`config.mk`:
```
export PLATFORM = sky130hd
export DESIGN_NAME = multicycle_control_unit_flat
export DESIGN_NICKNAME = d
export VERILOG_FILES = /design/src/rtl/multicycle_control_unit_if.sv /design/src/rtl/multicycle_control_unit.sv /design/src/flat_wrapper.sv
export SDC_FILE = /design/constraint.sdc
export NUM_CORES = 1
export LEC_CHECK = 0
export CORE_UTILIZATION = 37
export CTS_CLUSTER_DIAMETER = 50
export DETAILED_ROUTE_END_ITERATION = 8
export GPL_TIMING_DRIVEN = 1
export PLACE_DENSITY_LB_ADDON = 0.12
export SETUP_SLACK_MARGIN = 0.4
export SLEW_MARGIN = 25
export SYNTH_ARGS = -nofsm -noshare
export SYNTH_HDL_FRONTEND = slang
export SYNTH_SLANG_ARGS = --single-unit
export TNS_END_PERCENT = 1
```
`constraint.sdc`:
```
create_clock -name Clk -period 2.4 [get_ports Clk]
set_input_delay 0.48 -clock Clk [delete_from_list [all_inputs] [get_ports Clk]]
set_output_delay 0.48 -clock Clk [all_outputs]
set_load 0.02 [all_outputs]
```
`src/rtl/multicycle_control_unit_if.sv`:
```
// Instruction fields, flags and datapath controls exchanged
// between the multicycle controller and its datapath.
interface multicycle_control_unit_if;
   logic [3:0] Cond;
   logic [1:0] Op;
   logic [5:0] Funct;
   logic [3:0] Rd;
   logic [3:0] ALUFlags;
   logic       MemReady;
   logic       IRWrite;
   logic       AdrSrc;
   logic       ALUSrcA;
   logic       PCWrite;
   logic       RegWrite;
   logic       MemWrite;
   logic [1:0] ALUSrcB;
   logic [1:0] ResultSrc;
   logic [1:0] ImmSrc;
   logic [1:0] RegSrc;
   logic [1:0] ALUControl;
   logic [3:0] FlagsReg;
   logic [3:0] State;

   modport master (
      output Cond, Op, Funct, Rd, ALUFlags, MemReady,
      input  IRWrite, AdrSrc, ALUSrcA, PCWrite, RegWrite,
      input  MemWrite, ALUSrcB, ResultSrc, ImmSrc, RegSrc,
      input  ALUControl, FlagsReg, State
   );

   modport slave (
      input  Cond, Op, Funct, Rd, ALUFlags, MemReady,
      output IRWrite, AdrSrc, ALUSrcA, PCWrite, RegWrite,
      output MemWrite, ALUSrcB, ResultSrc, ImmSrc, RegSrc,
      output ALUControl, FlagsReg, State
   );
endinterface

```
`src/rtl/multicycle_control_unit.sv`:
```
// Multicycle ARM-subset control FSM with NZCV flag register.
// Define MULTICYCLE_CTRL_MEMWAIT_EN to stall on MemReady=0.
module multicycle_control_unit (
   input logic                        Clk,
   input logic                        Reset,
   multicycle_control_unit_if.slave   bus
);
   typedef enum logic [3:0] {
      FETCH    = 4'd0,
      DECODE   = 4'd1,
      MEMADR   = 4'd2,
      MEMRD    = 4'd3,
      MEMWB    = 4'd4,
      MEMWR    = 4'd5,
      EXECUTER = 4'd6,
      EXECUTEI = 4'd7,
      ALUWB    = 4'd8,
      BRANCH   = 4'd9
   } state_t;

   state_t     state;
   state_t     next;
   logic       rst_seen;
   logic [3:0] flags;
   logic       cond_ex;
   logic       is_cmp;
   logic       upd_cv;
   logic [1:0] dp_alu;
   logic       wr_ok;
   logic       ir, pc, rw, mw;
   logic       adr_src, src_a;
   logic [1:0] src_b, res_src, reg_src, alu_ctl;
   logic       rd_unused;

   logic n, z, c, v;
   assign n = flags[3];
   assign z = flags[2];
   assign c = flags[1];
   assign v = flags[0];

   // Rd=15 gets no special treatment in this controller
   assign rd_unused = ^bus.Rd;

   assign is_cmp = (bus.Funct[4:1] == 4'b1010);
   assign upd_cv = (bus.Funct[4:1] == 4'b0100) ||
                   (bus.Funct[4:1] == 4'b0010) || is_cmp;

   // Write enables stay low while reset is sampled and one cycle after
   assign wr_ok = Reset & ~rst_seen;

   // Condition check against the registered flags
   always_comb begin
      cond_ex = 1'b0;
      case (bus.Cond)
         4'b0000: cond_ex = z;
         4'b0001: cond_ex = ~z;
         4'b0010: cond_ex = c;
         4'b0011: cond_ex = ~c;
         4'b0100: cond_ex = n;
         4'b0101: cond_ex = ~n;
         4'b0110: cond_ex = v;
         4'b0111: cond_ex = ~v;
         4'b1000: cond_ex = c & ~z;
         4'b1001: cond_ex = ~c | z;
         4'b1010: cond_ex = (n == v);
         4'b1011: cond_ex = (n != v);
         4'b1100: cond_ex = ~z & (n == v);
         4'b1101: cond_ex = z | (n != v);
         4'b1110: cond_ex = 1'b1;
         default: cond_ex = 1'b0;
      endcase
   end

   // Data-processing ALU operation select
   always_comb begin
      dp_alu = 2'b00;
      case (bus.Funct[4:1])
         4'b0100: dp_alu = 2'b00;
         4'b0010: dp_alu = 2'b01;
         4'b1010: dp_alu = 2'b01;
         4'b0000: dp_alu = 2'b10;
         4'b1100: dp_alu = 2'b11;
         default: dp_alu = 2'b00;
      endcase
   end

   // Next-state and per-state control outputs
   always_comb begin
      next    = FETCH;
      ir      = 1'b0;
      pc      = 1'b0;
      rw      = 1'b0;
      mw      = 1'b0;
      adr_src = 1'b0;
      src_a   = 1'b0;
      src_b   = 2'b00;
      res_src = 2'b00;
      reg_src = 2'b00;
      alu_ctl = 2'b00;
      case (state)
         FETCH: begin
            src_a   = 1'b1;
            src_b   = 2'b10;
            res_src = 2'b10;
            ir      = 1'b1;
            pc      = 1'b1;
            next    = DECODE;
`ifdef MULTICYCLE_CTRL_MEMWAIT_EN
            if (!bus.MemReady) begin
               ir   = 1'b0;
               pc   = 1'b0;
               next = FETCH;
            end
`endif
            // first cycle out of reset does not fetch
            if (rst_seen) begin
               ir   = 1'b0;
               pc   = 1'b0;
               next = FETCH;
            end
         end
         DECODE: begin
            src_a      = 1'b1;
            src_b      = 2'b10;
            res_src    = 2'b10;
            reg_src[0] = (bus.Op == 2'b10);
            reg_src[1] = (bus.Op == 2'b01) & ~bus.Funct[0];
            if (cond_ex) begin
               case (bus.Op)
                  2'b01:   next = MEMADR;
                  2'b10:   next = BRANCH;
                  2'b00:   next = bus.Funct[5] ? EXECUTEI
                                               : EXECUTER;
                  default: next = FETCH;
               endcase
            end
         end
         MEMADR: begin
            next = bus.Funct[0] ? MEMRD : MEMWR;
         end
         MEMRD: begin
            adr_src = 1'b1;
            next    = MEMWB;
`ifdef MULTICYCLE_CTRL_MEMWAIT_EN
            if (!bus.MemReady) next = MEMRD;
`endif
         end
         MEMWB: begin
            rw      = 1'b1;
            res_src = 2'b01;
         end
         MEMWR: begin
            adr_src = 1'b1;
            mw      = 1'b1;
`ifdef MULTICYCLE_CTRL_MEMWAIT_EN
            if (!bus.MemReady) next = MEMWR;
`endif
         end
         EXECUTER, EXECUTEI: begin
            alu_ctl = dp_alu;
            next    = ALUWB;
         end
         ALUWB: begin
            rw = ~is_cmp;
         end
         BRANCH: begin
            pc      = 1'b1;
            src_b   = 2'b01;
            res_src = 2'b10;
         end
         default: next = FETCH;
      endcase
   end

   // Remember that reset was sampled on the previous edge
   always_ff @(posedge Clk) begin
      rst_seen <= ~Reset;
   end

   // State register
   always_ff @(posedge Clk) begin
      if (!Reset) state <= FETCH;
      else        state <= next;
   end

   // Flag capture when leaving an S-suffixed execute
   always_ff @(posedge Clk) begin
      if (!Reset) begin
         flags <= 4'b0000;
      end else if ((state == EXECUTER || state == EXECUTEI)
                   && bus.Funct[0]) begin
         flags[3:2] <= bus.ALUFlags[3:2];
         if (upd_cv) flags[1:0] <= bus.ALUFlags[1:0];
      end
   end

   assign bus.IRWrite    = ir & wr_ok;
   assign bus.PCWrite    = pc & wr_ok;
   assign bus.RegWrite   = rw & wr_ok;
   assign bus.MemWrite   = mw & wr_ok;
   assign bus.AdrSrc     = adr_src;
   assign bus.ALUSrcA    = src_a;
   assign bus.ALUSrcB    = src_b;
   assign bus.ResultSrc  = res_src;
   assign bus.ImmSrc     = bus.Op;
   assign bus.RegSrc     = reg_src;
   assign bus.ALUControl = alu_ctl;
   assign bus.FlagsReg   = flags;
   assign bus.State      = state;
endmodule
```
`src/flat_wrapper.sv`:
```
// flat-port wrapper written by rule: the top's interface ports become plain ports
module multicycle_control_unit_flat 
  (Clk, Reset, bus_Cond, bus_Op, bus_Funct, bus_Rd, bus_ALUFlags, bus_MemReady, bus_IRWrite, bus_AdrSrc, bus_ALUSrcA, bus_PCWrite, bus_RegWrite, bus_MemWrite, bus_ALUSrcB, bus_ResultSrc, bus_ImmSrc, bus_RegSrc, bus_ALUControl, bus_FlagsReg, bus_State);
  multicycle_control_unit_if bus_i ();
  input logic Clk;
  input logic Reset;
  input wire logic [$bits(bus_i.Cond)-1:0] bus_Cond;
  input wire logic [$bits(bus_i.Op)-1:0] bus_Op;
  input wire logic [$bits(bus_i.Funct)-1:0] bus_Funct;
  input wire logic [$bits(bus_i.Rd)-1:0] bus_Rd;
  input wire logic [$bits(bus_i.ALUFlags)-1:0] bus_ALUFlags;
  input wire logic [$bits(bus_i.MemReady)-1:0] bus_MemReady;
  output wire logic [$bits(bus_i.IRWrite)-1:0] bus_IRWrite;
  output wire logic [$bits(bus_i.AdrSrc)-1:0] bus_AdrSrc;
  output wire logic [$bits(bus_i.ALUSrcA)-1:0] bus_ALUSrcA;
  output wire logic [$bits(bus_i.PCWrite)-1:0] bus_PCWrite;
  output wire logic [$bits(bus_i.RegWrite)-1:0] bus_RegWrite;
  output wire logic [$bits(bus_i.MemWrite)-1:0] bus_MemWrite;
  output wire logic [$bits(bus_i.ALUSrcB)-1:0] bus_ALUSrcB;
  output wire logic [$bits(bus_i.ResultSrc)-1:0] bus_ResultSrc;
  output wire logic [$bits(bus_i.ImmSrc)-1:0] bus_ImmSrc;
  output wire logic [$bits(bus_i.RegSrc)-1:0] bus_RegSrc;
  output wire logic [$bits(bus_i.ALUControl)-1:0] bus_ALUControl;
  output wire logic [$bits(bus_i.FlagsReg)-1:0] bus_FlagsReg;
  output wire logic [$bits(bus_i.State)-1:0] bus_State;
  assign bus_i.Cond = bus_Cond;
  assign bus_i.Op = bus_Op;
  assign bus_i.Funct = bus_Funct;
  assign bus_i.Rd = bus_Rd;
  assign bus_i.ALUFlags = bus_ALUFlags;
  assign bus_i.MemReady = bus_MemReady;
  assign bus_IRWrite = bus_i.IRWrite;
  assign bus_AdrSrc = bus_i.AdrSrc;
  assign bus_ALUSrcA = bus_i.ALUSrcA;
  assign bus_PCWrite = bus_i.PCWrite;
  assign bus_RegWrite = bus_i.RegWrite;
  assign bus_MemWrite = bus_i.MemWrite;
  assign bus_ALUSrcB = bus_i.ALUSrcB;
  assign bus_ResultSrc = bus_i.ResultSrc;
  assign bus_ImmSrc = bus_i.ImmSrc;
  assign bus_RegSrc = bus_i.RegSrc;
  assign bus_ALUControl = bus_i.ALUControl;
  assign bus_FlagsReg = bus_i.FlagsReg;
  assign bus_State = bus_i.State;
  multicycle_control_unit u_core (.Clk(Clk), .Reset(Reset), .bus(bus_i));
endmodule
```
==> results.ini <==
[status]
status = finished clean

[die]
core_um2 = 2020
dieArea_um2 = 2400
dieHeight_um = 49.0
start_util_pct = 40.5
rows = 16
die_w_um = 49.0
ios = 47

[worst_setup_path]
worstSetupPathType = in2out
cpMaxStageDelayCell = clkdlybuf4s50_1
cp_num_buf_inv = 2
cp-end-kind = output port
worstPathMaxFanout = 3
crit_required_ns = 1.92
critical-path-top-delay-family = buffers and inverters
worstPathCellList = clkdlybuf4s50_1 -> nor2b_4 -> a21oi_1 -> nor3_1 -> clkdlybuf4s15_2
worst_ep_arrival_time_ns = 1.73
critical_path.max_stage_delay_ns = 0.55
setup.worst_path.start_class = input pin

[timing]
setup_violations = 0
drv_slew = 0
setup_ws_ns = 0.188
rsz0062_at_grt = true
slew_headroom_pct = 70.1
final.setup_skew_ns = 0.00850
worst_pin_slew_ns = 0.445
hold_viol = 0
setup_tns_ns = 0
post-route-min-period_ns = 2.21
clock.fmax_ghz = 0.452
final.period_utilization_pct = 92.2

[final_layout]
drive_above_1_share_pct = 27.7
final_util_pct = 68.3
layout.cells.non_filler = 182
final_nets = 179
n_fill_cell = 178
diodes = 0
areaGrowthSynthToFinish_pct = 68.7

[drt]
vias_per_cell = 5.35
dr.pass1.iters = 3
avgRoutedWirePerCell_um = 13.2
drtIter0Drc = 19
wl_mm = 2.40
ant_nets = 0
drc = 0
vias = 973

[synthesis]
synth.distinct_cells = 42
synth_area_per_cell_um2 = 8.02
synth_async_sr_flop_share_pct = 0
synth.most_common_cell = dfxtp_1
yosysTopAreaCellShare_pct = 22.0
synthesis.area_um2 = 818
syn_nets = 125
synth-edff-count = 0
yosys.area.top_type = dfxtp_1
netlist_instances = 102
ys_ff_latch = 9
ys_seq_area_share_pct = 22.0
synth_commonest_cells = dfxtp_1, nor2_1, inv_1, nand2_1
yosys_warnings = 0
ys_top_cells_by_area = dfxtp_1, mux2i_1, nor2b_1
synthFlopType = dfxtp_1

[placement]
portBuffers = 41
place.gp.congestion = 0.857
place_inst = 178
preCtsSetupSlack_ns = -0.186
dp_hpwl_mm = 1.93

[clocking]
clock_latency_ns = 0.27
numCtsBuffers = 3
post_cts_buffers = 0
root_buffer = clkbuf_4
cts_hold_buffers = 0
path_clk_slew_ns = 0.06
htree_num_levels = 1
tritoncts = built
cts_buffer_depth = 2
cts.sinks = 9

[global_routing]
grt_antenna_before_repair = 0
grt_first_pass_wirelength_mm = 3.97
grtUsageTotal_pct = 21.3
grt_pass1_vias = 924
grt_max_degree = 10
grt_overflow_total = 0

[worst_hold_path]
holdCritPathClass = reg2reg

[pwr]
power_density_nw_per_um2 = 320
peakVddDrop_uv = 323
p_leak_nw = 0.586

[run]
cap_violations = 0

==> repair_timing <==
item / CTS / global route
setup endpoints to repair: 21 / 22
pin swaps: 0 / 0
gates resized for setup: 19 / 8
==> logic make-up after synthesis <==
kind of cell	synth area share, %
multiplexers	6.12
XOR/XNOR	4.28
AND/OR/NAND/NOR	34.7
buffers and inverters	9.48
AO/OA/AOI/OAI	23.4
flip-flops	22.0
==> flip-flops by register name, indices dropped and copies added, names as in the netlist <==
signal               flops
u_core.bus.FlagsReg      4
u_core.bus.State         4
u_core.rst_seen          1
==> layout make-up <==
cell class	count	area (um^2)	share of cell area, %
Clock buffer	3	22.5	1.63
Clock inverter	1	5.00	0.363
Inverter	7	26.3	1.90
Multi-Input combinational cell	78	593	43.0
Sequential cell	9	184	13.3
Tap cell	27	33.8	2.45
Timing Repair Buffer	57	515	37.4
==> routing by layer <==
layer / vias up / routed length [um] / track usage, %
li1: 479 / - / -
met1: 459 / 1070 / 24.9
met2: 30 / 1200 / 36.6
met3: 5 / 89 / 4.98
met4: 0 / 45 / 9.80
met5: - / 0 / 0
==> tightest hold or removal path: stages, from the launching register on <==
cell     delay [ns]
dfxtp_2        0.36
nand2_1        0.06
o32ai_1        0.08
==> path summary, 6_finish.rpt <==
path	startpoint	end	slack, ns	cells past startpoint
max	bus_Funct[3]	bus_ALUControl[0]	0.19	5
min	u_core.bus.State[1]$_SDFF_PN0_	u_core.bus.State[1]$_SDFF_PN0_	0.54	2
max reg2reg	u_core.bus.FlagsReg[3]$_SDFFE_PN0P_	u_core.bus.State[0]$_SDFF_PN0_	0.60	5
min reg2reg	u_core.bus.State[1]$_SDFF_PN0_	u_core.bus.State[1]$_SDFF_PN0_	0.54	2
==> where the power goes <==
| group | total (mW) | leakage, nW | switching [mW] | internal, mW |
|---|---|---|---|---|
| sequential | 0.159 | 0.0747 | 0.00595 | 0.153 |
| combinational | 0.159 | 0.494 | 0.0736 | 0.0857 |
| clock | 0.123 | 0.0177 | 0.0613 | 0.0618 |
| total | 0.442 | 0.586 | 0.141 | 0.301 |
==> per-stage QoR <==
| step | total power, mW | instance area, um^2 | hold slack [ns] |
|---|---|---|---|
| final | 0.442 | 1380 | 0.543 |
| after floorplan | 0.239 | 836 | 0.523 |
| after detailed placement | 0.322 | 1350 | 0.572 |
| after global routing | 0.461 | 1380 | 0.581 |
| after CTS | 0.445 | 1380 | 0.544 |
| after global placement | 0.317 | 1350 | 0.566 |
==> placed cells by master, fill, tap and decap left out, types with 5 or more instances in the layout <==
master,count
a21oi_1,5
buf_4,16
clkdlybuf4s50_1,30
dfxtp_1,6
dlygate4sd2_1,7
inv_1,7
mux2i_1,5
nand2_1,7
nor2_1,8
nor3_1,5
(Power assumes the default switching activity.)
